===== src/rtl/apple1_map_pkg.sv =====
// Apple-1 CPU address map shared by the bus controller, video and PIA blocks.
// Holds range constants, the unmapped read value and the chip-select decoder.
package apple1_map_pkg;

  localparam logic [15:0] RamBase    = 16'h0000;
  localparam logic [15:0] PiaBase    = 16'hD010;
  localparam logic [15:0] PiaLast    = 16'hD01F;
  localparam logic [15:0] BasicBase  = 16'hE000;
  localparam logic [15:0] BasicLast  = 16'hEFFF;
  localparam logic [15:0] RomBase    = 16'hFF00;
  localparam logic [15:0] RomLast    = 16'hFFFF;
  localparam logic [7:0]  UnmappedRd = 8'hFF;

  // One-hot (or all-zero for unmapped) device select.
  typedef struct packed {
    logic ram;
    logic rom;
    logic basic;
    logic pia;
  } sel_t;

  // RAM always starts at RamBase (0), and ROM runs to the top of the space,
  // so only one bound of each is compared.
  function automatic sel_t decode_sel(input logic [15:0] addr,
                                      input logic [15:0] ram_top,
                                      input logic        basic_en);
    sel_t sel;
    sel = '0;
    if (addr <= ram_top) begin
      sel.ram = 1'b1;
    end else if (addr >= PiaBase && addr <= PiaLast) begin
      sel.pia = 1'b1;
    end else if (basic_en && addr >= BasicBase && addr <= BasicLast) begin
      sel.basic = 1'b1;
    end else if (addr >= RomBase) begin
      sel.rom = 1'b1;
    end
    return sel;
  endfunction

endpackage


===== src/rtl/apple1_bus_ctrl_if.sv =====
// CPU and device-side bus bundle for apple1_bus_ctrl. The controller takes the
// master view; the CPU core and memory/peripheral blocks take the slave view.
interface apple1_bus_ctrl_if;

  logic        cpu_ce;
  logic [15:0] cpu_addr;
  logic        cpu_we;
  logic [7:0]  cpu_do;
  logic [7:0]  cpu_di;

  logic [15:0] mem_addr;
  logic [7:0]  wr_data;
  logic        ram_cs;
  logic        rom_cs;
  logic        basic_cs;
  logic        pia_cs;
  logic        ram_we;
  logic        pia_we;
  logic        pia_rd;

  logic [7:0]  ram_dout;
  logic [7:0]  rom_dout;
  logic [7:0]  basic_dout;
  logic [7:0]  pia_dout;

  modport master (
    output cpu_ce, cpu_di, mem_addr, wr_data,
    output ram_cs, rom_cs, basic_cs, pia_cs, ram_we, pia_we, pia_rd,
    input  cpu_addr, cpu_we, cpu_do,
    input  ram_dout, rom_dout, basic_dout, pia_dout
  );

  modport slave (
    input  cpu_ce, cpu_di, mem_addr, wr_data,
    input  ram_cs, rom_cs, basic_cs, pia_cs, ram_we, pia_we, pia_rd,
    output cpu_addr, cpu_we, cpu_do,
    output ram_dout, rom_dout, basic_dout, pia_dout
  );

endinterface


===== src/rtl/apple1_clk_en.sv =====
// CPU phase counter: counts 0..CLK_DIV-1 and pulses cpu_ce on the last phase.
module apple1_clk_en #(
  parameter int unsigned CLK_DIV = 25
) (
  input  logic                       clk,
  input  logic                       rst,
  output logic [$clog2(CLK_DIV)-1:0] cnt,
  output logic                       cpu_ce
);

  localparam int unsigned           CntW   = $clog2(CLK_DIV);
  localparam logic [CntW-1:0]       LastPh = CntW'(CLK_DIV - 1);

  logic [CntW-1:0] cnt_q, cnt_d;

  always_comb begin
    cnt_d = cnt_q + 1'b1;
    if (cnt_q == LastPh) begin
      cnt_d = '0;
    end
  end

  always_ff @(posedge clk or posedge rst) begin
    if (rst) begin
      cnt_q <= '0;
    end else begin
      cnt_q <= cnt_d;
    end
  end

  assign cnt    = cnt_q;
  assign cpu_ce = (cnt_q == LastPh);

endmodule


===== src/rtl/apple1_bus_ctrl.sv =====
// Apple-1 CPU bus controller: clock enable, address decode, registered device
// bus and read-data capture. Define BASIC_ROM_EN to map the BASIC ROM at E000.
module apple1_bus_ctrl
  import apple1_map_pkg::*;
#(
  parameter int unsigned CLK_DIV = 25,
  parameter logic [15:0] RAM_TOP = 16'h1FFF
) (
  input  logic               clk,
  input  logic               rst,
  apple1_bus_ctrl_if.master  bus
);

  localparam int unsigned     CntW   = $clog2(CLK_DIV);
  localparam logic [CntW-1:0] CapPh  = '0;
  localparam logic [CntW-1:0] RdPh   = CntW'(2);

`ifdef BASIC_ROM_EN
  localparam logic BasicEn = 1'b1;
`else
  localparam logic BasicEn = 1'b0;
`endif

  if (CLK_DIV < 4) begin : g_bad_div
    $error("apple1_bus_ctrl: CLK_DIV must be at least 4");
  end
  if (RAM_TOP >= 16'hD000) begin : g_bad_ram_top
    $error("apple1_bus_ctrl: RAM_TOP must be below 16'hD000");
  end

  logic [CntW-1:0] cnt;
  logic            ce;

  apple1_clk_en #(
    .CLK_DIV (CLK_DIV)
  ) u_clk_en (
    .clk    (clk),
    .rst    (rst),
    .cnt    (cnt),
    .cpu_ce (ce)
  );

  logic cap_ph, rd_ph;
  assign cap_ph = (cnt == CapPh);
  assign rd_ph  = (cnt == RdPh);

  sel_t        sel_d, sel_q;
  logic [15:0] mem_addr_q;
  logic [7:0]  wr_data_q;
  logic        we_q;
  logic [7:0]  cpu_di_q;
  logic [7:0]  rd_mux;

  always_comb begin
    sel_d = decode_sel(bus.cpu_addr, RAM_TOP, BasicEn);
  end

  // Devices return data one cycle after mem_addr settles, so the selects
  // captured in phase 0 still steer the mux when phase 2 samples it.
  always_comb begin
    rd_mux = UnmappedRd;
    unique case (1'b1)
      sel_q.ram:   rd_mux = bus.ram_dout;
      sel_q.rom:   rd_mux = bus.rom_dout;
`ifdef BASIC_ROM_EN
      sel_q.basic: rd_mux = bus.basic_dout;
`endif
      sel_q.pia:   rd_mux = bus.pia_dout;
      default:     rd_mux = UnmappedRd;
    endcase
  end

  always_ff @(posedge clk or posedge rst) begin
    if (rst) begin
      sel_q      <= '0;
      mem_addr_q <= 16'h0000;
      wr_data_q  <= 8'h00;
      we_q       <= 1'b0;
      cpu_di_q   <= 8'h00;
    end else begin
      if (cap_ph) begin
        sel_q      <= sel_d;
        mem_addr_q <= bus.cpu_addr;
        wr_data_q  <= bus.cpu_do;
        we_q       <= bus.cpu_we;
      end
      if (rd_ph && !we_q) begin
        cpu_di_q <= rd_mux;
      end
    end
  end

  assign bus.cpu_ce   = ce;
  assign bus.cpu_di   = cpu_di_q;
  assign bus.mem_addr = mem_addr_q;
  assign bus.wr_data  = wr_data_q;
  assign bus.ram_cs   = sel_q.ram;
  assign bus.rom_cs   = sel_q.rom;
  assign bus.basic_cs = sel_q.basic;
  assign bus.pia_cs   = sel_q.pia;

  // Strobes are built only from reset-cleared flops, so an asynchronous reset
  // kills them at once and nothing fires again before a fresh phase-0 capture.
  assign bus.ram_we = ce & sel_q.ram & we_q;
  assign bus.pia_we = ce & sel_q.pia & we_q;
  assign bus.pia_rd = rd_ph & sel_q.pia & ~we_q;

endmodule

===== src/flat_wrapper.sv =====
// flat-port wrapper written by rule: the top's interface ports become plain ports
module apple1_bus_ctrl_flat import apple1_map_pkg::*;
#(
  parameter int unsigned CLK_DIV = 25,
  parameter logic [15:0] RAM_TOP = 16'h1FFF
)
  (clk, rst, bus_cpu_ce, bus_cpu_di, bus_mem_addr, bus_wr_data, bus_ram_cs, bus_rom_cs, bus_basic_cs, bus_pia_cs, bus_ram_we, bus_pia_we, bus_pia_rd, bus_cpu_addr, bus_cpu_we, bus_cpu_do, bus_ram_dout, bus_rom_dout, bus_basic_dout, bus_pia_dout);
  apple1_bus_ctrl_if bus_i ();
  input  logic clk;
  input  logic rst;
  output wire logic [$bits(bus_i.cpu_ce)-1:0] bus_cpu_ce;
  output wire logic [$bits(bus_i.cpu_di)-1:0] bus_cpu_di;
  output wire logic [$bits(bus_i.mem_addr)-1:0] bus_mem_addr;
  output wire logic [$bits(bus_i.wr_data)-1:0] bus_wr_data;
  output wire logic [$bits(bus_i.ram_cs)-1:0] bus_ram_cs;
  output wire logic [$bits(bus_i.rom_cs)-1:0] bus_rom_cs;
  output wire logic [$bits(bus_i.basic_cs)-1:0] bus_basic_cs;
  output wire logic [$bits(bus_i.pia_cs)-1:0] bus_pia_cs;
  output wire logic [$bits(bus_i.ram_we)-1:0] bus_ram_we;
  output wire logic [$bits(bus_i.pia_we)-1:0] bus_pia_we;
  output wire logic [$bits(bus_i.pia_rd)-1:0] bus_pia_rd;
  input wire logic [$bits(bus_i.cpu_addr)-1:0] bus_cpu_addr;
  input wire logic [$bits(bus_i.cpu_we)-1:0] bus_cpu_we;
  input wire logic [$bits(bus_i.cpu_do)-1:0] bus_cpu_do;
  input wire logic [$bits(bus_i.ram_dout)-1:0] bus_ram_dout;
  input wire logic [$bits(bus_i.rom_dout)-1:0] bus_rom_dout;
  input wire logic [$bits(bus_i.basic_dout)-1:0] bus_basic_dout;
  input wire logic [$bits(bus_i.pia_dout)-1:0] bus_pia_dout;
  assign bus_cpu_ce = bus_i.cpu_ce;
  assign bus_cpu_di = bus_i.cpu_di;
  assign bus_mem_addr = bus_i.mem_addr;
  assign bus_wr_data = bus_i.wr_data;
  assign bus_ram_cs = bus_i.ram_cs;
  assign bus_rom_cs = bus_i.rom_cs;
  assign bus_basic_cs = bus_i.basic_cs;
  assign bus_pia_cs = bus_i.pia_cs;
  assign bus_ram_we = bus_i.ram_we;
  assign bus_pia_we = bus_i.pia_we;
  assign bus_pia_rd = bus_i.pia_rd;
  assign bus_i.cpu_addr = bus_cpu_addr;
  assign bus_i.cpu_we = bus_cpu_we;
  assign bus_i.cpu_do = bus_cpu_do;
  assign bus_i.ram_dout = bus_ram_dout;
  assign bus_i.rom_dout = bus_rom_dout;
  assign bus_i.basic_dout = bus_basic_dout;
  assign bus_i.pia_dout = bus_pia_dout;
  apple1_bus_ctrl #(.CLK_DIV(CLK_DIV), .RAM_TOP(RAM_TOP)) u_core (.clk(clk), .rst(rst), .bus(bus_i));
endmodule

===== config.mk =====
export PLATFORM = sky130hd
export DESIGN_NAME = apple1_bus_ctrl_flat
export DESIGN_NICKNAME = d
export VERILOG_FILES = /design/src/rtl/apple1_map_pkg.sv /design/src/rtl/apple1_bus_ctrl_if.sv /design/src/rtl/apple1_clk_en.sv /design/src/rtl/apple1_bus_ctrl.sv /design/src/flat_wrapper.sv
export SDC_FILE = /design/constraint.sdc
export NUM_CORES = 1
export LEC_CHECK = 0
export CAP_MARGIN = 15
export CORE_MARGIN = 4
export CORE_UTILIZATION = 35
export DETAILED_ROUTE_END_ITERATION = 12
export GPL_TIMING_DRIVEN = 0
export PLACE_DENSITY = 0.75
export SETUP_SLACK_MARGIN = 0.5
export SLEW_MARGIN = 40
export SYNTH_ARGS = -nofsm -noshare
export SYNTH_HDL_FRONTEND = slang
export SYNTH_SLANG_ARGS = --single-unit

===== constraint.sdc =====
create_clock -name clk -period 1.6 [get_ports clk]
set_input_delay 0.16 -clock clk [delete_from_list [all_inputs] [get_ports clk]]
set_output_delay 0.16 -clock clk [all_outputs]
set_load 0.005 [all_outputs]

==> metrics.csv, run 1 <==
metric,value,unit
Synth top cells by count,"dfrtp_1 (41), mux2_2 (21), mux2_1 (12), nand2_1 (12), a222oi_1 (8)",
"Warnings, synthesis",0,
ant diodes,0,
max-cap violations,0,
final worst slack,-0.183,ns
Critical Path AT,1.95,ns
Max Buffers Root-to-Sink,2,
simple-gate share of the synthesized area,8.70,%
area post-placement,0.00287,mm^2
routed length per instance,15.4,um
syn_area_per_cell,13.1,um^2
CTS tree,built,
FP Rows,26,
CORE AREA,0.00511,mm^2
number of synthesized register bits,41,
syn_nets,202,
vias in the first global route,1651,
IO Port Bufs,89,
CP Capture Type,flip-flop,
worst path cell trace,"inv_2, ha_4, or4b_4, buf_6, buf_8, mux2_1",
failing checks,setup timing,
routability congestion estimate,0.714,
initial core utilization,36.0,%
Final nets,321,
Post-synth EDFFs,0,
status,finished with violations,
multiplexer share of the synthesized area,20.2,%
gr usage total,15.7,%
# setup viols final,30,
Finished Layout Cells,329,
Power per Cell Area,635,mW/mm^2
Synth Area in XOR/XNOR,0.952,%
drt first pass iters,4,
I/O pin cnt,99,
drt total wl,5.08,mm
leakage power total,0.00148,uW
minimum clock period,1.78,ns
Worst-path clk slew,0.08,ns
worst-path maximum fanout,10,
antenna violations before repair,0,
fin. max-slew vios,0,
Die Y,80.5,um
Hold WC Path Type,in -> async,
Synth Area in Compound Gates,7.61,%
CP startpoint kind,flip-flop,
Die Area,0.00648,mm^2
async set-or-reset flop fraction in the synthesized netlist,100,%
dpl cells,300,
GRT overflow,0,
Adder-Cell Fraction of Synth Area,2.04,%
via density per instance,4.78,
Mapped Area,0.00184,mm^2
first-pass GRT wire length,7.80,mm
critical path class,reg -> reg,
Worst Path Required,1.77,ns
Yosys top cell area share,55.7,%
internal power,1640,uW
most frequent cell after synthesis,dfrtp_1,
Fin Setup TNS,-4.08,ns
power share of the sequential group,52.4,%
slowest cell on the critical path,or4b_4,
HPWL after DPL,3.46,mm
CP bufs+invs,3,
clock share of power,32.7,%
Combinational Power Share,14.9,%
vias,1574,
# H-tree levels,2,
Routed Antenna Nets,0,
largest family of logic cells by synthesized area,multiplexers,
Hold Fails Final Rpt,0,
Synth Instances,140,
share of layout cells above drive strength 1,36.7,%
Top Family by Delay on Critical Path,simple AND/OR/NAND/NOR gates,
Fmax,561,MHz
Cell variety after synth,28,
Post-synth top flop,dfrtp_1,
cell area after layout,0.00330,mm^2
Area contributors post-synth,"dfrtp_1 (56%), mux2_2 (13%), mux2_1 (7.3%)",
Num CTS Buffers,5,
Clock Tree Root,clkbuf_8,
hold-fix buffers at CTS,0,
fin crit share,111,%
clk_skew,0.0102,ns
1st-iter DRT viols,82,
"area leader, netlist",dfrtp_1,
drt drc,0,
"IR drop worst, VDD",0.457,mV
hold slack,0.212,ns
Sw Ratio,21.9,%
"Seq/Total Area, Yosys",55.7,%
clk sink count,41,
RSZ-0062 raised after global routing,true,
largest net degree at the start of global routing,25,
Syn-to-layout area delta,79.3,%
dpl ws,-0.294,ns
Skew-Pair Late Insertion Delay,0.29,ns
Critical Path Max Stage Delay,0.45,ns
Die Wd,80.5,um
Psw,459,uW
==> power by group through the flow <==
stage	sequential, uW	clock (uW)	combinational [uW]
final	1100	685	313
after global routing	1100	755	337
after CTS	1100	716	306
after detailed placement	1120	0	311
after global placement	1120	0	302
after floorplan	1120	0	69.6
==> state kept, by name (all words and copies together), names as in the netlist <==
signal               count
u_core.we_q              1
u_core.bus.pia_cs        1
u_core.bus.cpu_di        8
u_core.bus.ram_cs        1
u_core.bus.wr_data       8
u_core.u_clk_en.cnt      5
u_core.bus.mem_addr     16
u_core.bus.rom_cs        1
==> metrics by stage <==
step                      utilization [%]  total power (uW)
after detailed placement             56.1              1430
after CTS                            62.6              2120
after global routing                 64.6              2200
final                                64.6              2100
after global placement               55.7              1420
after floorplan                         -              1190
==> repair_timing <==
item | 4_1_cts | 5_1_grt
buffers inserted | 19 | 3
setup endpoints to repair | 80 | 60
pin swaps | 9 | 6
resized for setup | 112 | 41
==> logic make-up (layout without fill, tap and decap cells) <==
family                     count (synthesis)  in the layout
AOI/OAI and AO/OA                         14             14
xor gates and xnor gates                   2              2
adders and majority gates                  3              3
buffers and inverters                     15            134
DFF                                       41             41
muxes                                     33             33
other                                      1              1
and+or+nand+nor                           31             31
==> layer usage <==
metal  vias to the layer above  share of wire, %  global-route usage (%)
met5                         -                 0                       0
met4                         0              0.87                    3.55
met3                         6                10                    6.73
met2                        62                47                    27.2
met1                       762                42                    17.9
li1                        744                 -                       -
==> path summary, 6_finish.rpt <==
kind / startpoint / to / slack (ns) / depth (start not counted)
min in group clk: bus_cpu_do[0] / u_core.bus.wr_data[0] / 0.47 / 2
max: u_core.u_clk_en.cnt[0] / u_core.bus.wr_data[1] / -0.18 / 6
max in group asynchronous: rst / u_core.bus.wr_data[2] / 0.93 / 3
min: rst / u_core.bus.wr_data[7] / 0.21 / 2
min reg2reg: u_core.bus.wr_data[1] / u_core.bus.wr_data[1] / 0.49 / 1
max reg2reg: u_core.u_clk_en.cnt[0] / u_core.bus.wr_data[1] / -0.18 / 6
==> worst register-to-register path: cells and delay by family (launching register included) <==
family,cells,cell delay (ns)
muxes,1,0.31
adders and majority gates,1,0.13
DFF,1,0.39
buffers and inverters,3,0.37
and+or+nand+nor,1,0.45
==> layout by cell type (no fill, tap or decap), types with 4 or more instances in the layout <==
cell type        netlist  layout
buf_6                  3      12
buf_2                  1       4
clkdlybuf4s50_1        0      50
buf_4                  1      14
mux2_4                 0      18
nand2_1               12      11
a222oi_1               8       8
mux2_2                21      12
clkbuf_8               0       8
clkbuf_2               0       7
clkdlybuf4s15_1        0      29
dfrtp_1               41      40
==> cell type report <==
cell class              count  area (um^2)
fillers                   416         1810
inverters                   5         22.5
well taps                  70         87.6
multi-input cells          84          888
repair buffers            112         1070
flip-flops and latches     41         1030
clock buffers               7         86.3
plain buffers              10          116
Note: power is estimated with default switching activity, not from simulation.
==> run 2: changes to the inputs <==
Settings changed: SLEW_MARGIN 40 to 20.
==> run 2 against run 1 <==
Net effect: the run still ends with setup timing left; core utilization up 0.98 points; fmax down 1.2%; clock-buffer cell count unchanged; clock power down 2%; first-iteration DRC count down 32%; design area up 1.5%; critical path depth unchanged; sequential share of layout area down 0.46 points.
==> metrics.csv, run 2 (synthesis gave the netlist of run 1 again) <==
metric,value,unit
drt first pass iters,5,
dpl cells,299,
clk sink count,41,
Syn-to-layout area delta,82.1,%
fillcell total,407,
CP Capture Type,flip-flop,
via density per instance,4.82,
Worst-path clk slew,0.08,ns
Hold WC Path Type,in -> async,
Die Area,0.00648,mm^2
"most common cell after layout, fill and taps aside",clkdlybuf4s50_1,
drt drc,0,
minimum clock period,1.81,ns
vias in the first global route,1669,
HPWL after DPL,3.39,mm
# H-tree levels,2,
worst slew pin tran,0.895,ns
dpl ws,-0.296,ns
FP Rows,26,
drt total wl,5.14,mm
Rel. slew slack,40.2,%
Skew-Pair Late Insertion Delay,0.29,ns
status,finished with violations,
register area,0.00103,mm^2
worst path cell trace,"inv_2, ha_4, or4b_4, buf_6, buf_8, mux2_1",
max reg flops,16,
CTS tree,built,
routability congestion estimate,0.714,
most frequent cells in the layout,"clkdlybuf4s50_1 (50), dfrtp_1 (40), clkdlybuf4s15_1 (32)",
routed length per instance,15.5,um
multi-input logic area,903,um^2
CP bufs+invs,3,
Die Wd,80.5,um
failing checks,setup timing,
fin. max-slew vios,0,
clk_skew,0.0116,ns
max-cap violations,0,
leakage power total,0.00149,uW
Die Y,80.5,um
vias,1596,
critical path class,reg -> reg,
CORE AREA,0.00511,mm^2
Final nets,323,
Routed Antenna Nets,0,
initial core utilization,36.0,%
Power per Cell Area,623,mW/mm^2
largest net degree at the start of global routing,42,
antenna violations before repair,0,
share of layout cells above drive strength 1,36.4,%
Fmax,554,MHz
RSZ-0062 raised after global routing,true,
GRT overflow,0,
CP startpoint kind,flip-flop,
Num CTS Buffers,5,
Hold Fails Final Rpt,0,
fin crit share,113,%
total power draw,2090,uW
I/O pin cnt,99,
IO Port Bufs,89,
"IR drop worst, VDD",0.481,mV
hold slack,0.389,ns
final worst slack,-0.205,ns
Max Buffers Root-to-Sink,2,
Top Family by Delay on Critical Path,simple AND/OR/NAND/NOR gates,
first-pass GRT wire length,7.76,mm
Clock Tree Root,clkbuf_8,
1st-iter DRT viols,56,
slowest cell on the critical path,or4b_4,
gr usage total,15.6,%
# setup viols final,38,
Critical Path Max Stage Delay,0.46,ns
Finished Layout Cells,331,
worst-path maximum fanout,10,
Worst Path Required,1.76,ns
ant diodes,0,
Critical Path AT,1.97,ns
run 2: changes by cell type in the layout (fill, tap and decap cells not counted), moves of 2 or more:
cell             previous run  this run
buf_2                       4         2
buf_4                      14        16
clkbuf_2                    7         4
clkdlybuf4s15_1            29        32
run 2: where the power goes:
part | total, uW | switching, uW | internal [uW]
logic | 314 | 97.8 | 216
clock network | 674 | 331 | 342
registers | 1100 | 21.7 | 1080
total | 2090 | 451 | 1640
run 2: final timing paths:
path	start	endpoint	slack, ns	depth (start not counted)
worst max-delay path	u_core.u_clk_en.cnt[0]	u_core.bus.wr_data[1]	-0.21	6
worst min-delay path	rst	u_core.bus.cpu_di[3]	0.39	2
worst max register to register	u_core.u_clk_en.cnt[0]	u_core.bus.wr_data[1]	-0.21	6
worst min register to register	u_core.bus.wr_data[1]	u_core.bus.wr_data[1]	0.49	1
max in group asynchronous	rst	u_core.u_clk_en.cnt[2]	0.69	2
min in group clk	bus_cpu_do[0]	u_core.bus.wr_data[0]	0.47	2
run 2: timing repair:
action / 4_1_cts / 5_1_grt
hold buffers: 0 / 0
gates resized for setup: 104 / 49
cloned: 0 / 0
buffers inserted: 20 / 5
pin swaps: 8 / 2
endpoints found under the setup margin: 80 / 62
run 2: per-stage QoR:
stage	utilization (%)	instance area (um^2)	setup TNS [ns]
floorplan	-	1870	-3.25
global placement	55.7	2850	-7.21
detailed placement	55.7	2850	-7.12
CTS	62.3	3180	-3.98
global route	65.6	3350	-6.52
finish	65.6	3350	-4.87
run 2: layer usage:
layer  wire length (um)  part of all wire (%)  vias up  GRT usage, %
li1                   -                     -      750             -
met1               2090                    41      782          17.7
met2               2530                    49       59          27.2
met3                473                   9.2        5          6.28
met4                 48                  0.93        0          3.55
met5                  0                     0        -             0
run 2: worst register-to-register path: cells and delay by family, from the launching register on:
kind	cells	cell delay, ns
AND/OR/NAND/NOR	1	0.46
flip-flops	1	0.40
buffers and inverters	3	0.38
multiplexers	1	0.31
adder cells (fa/ha/maj)	1	0.13
run 2: layout make-up:
class	count	share of cell area, %
inverters	5	0.672
multi-input cells	84	27.0
plain buffers	10	3.44
clock buffers	7	2.58
well taps	70	2.61
repair buffers	114	33.1
flip-flops and latches	41	30.7
==> run 3: changes to the inputs <==
Settings changed: SLEW_MARGIN 20 to unset.
==> results of run 3 <==
The final DEF is identical to that of run 2; final timing and power are the same.
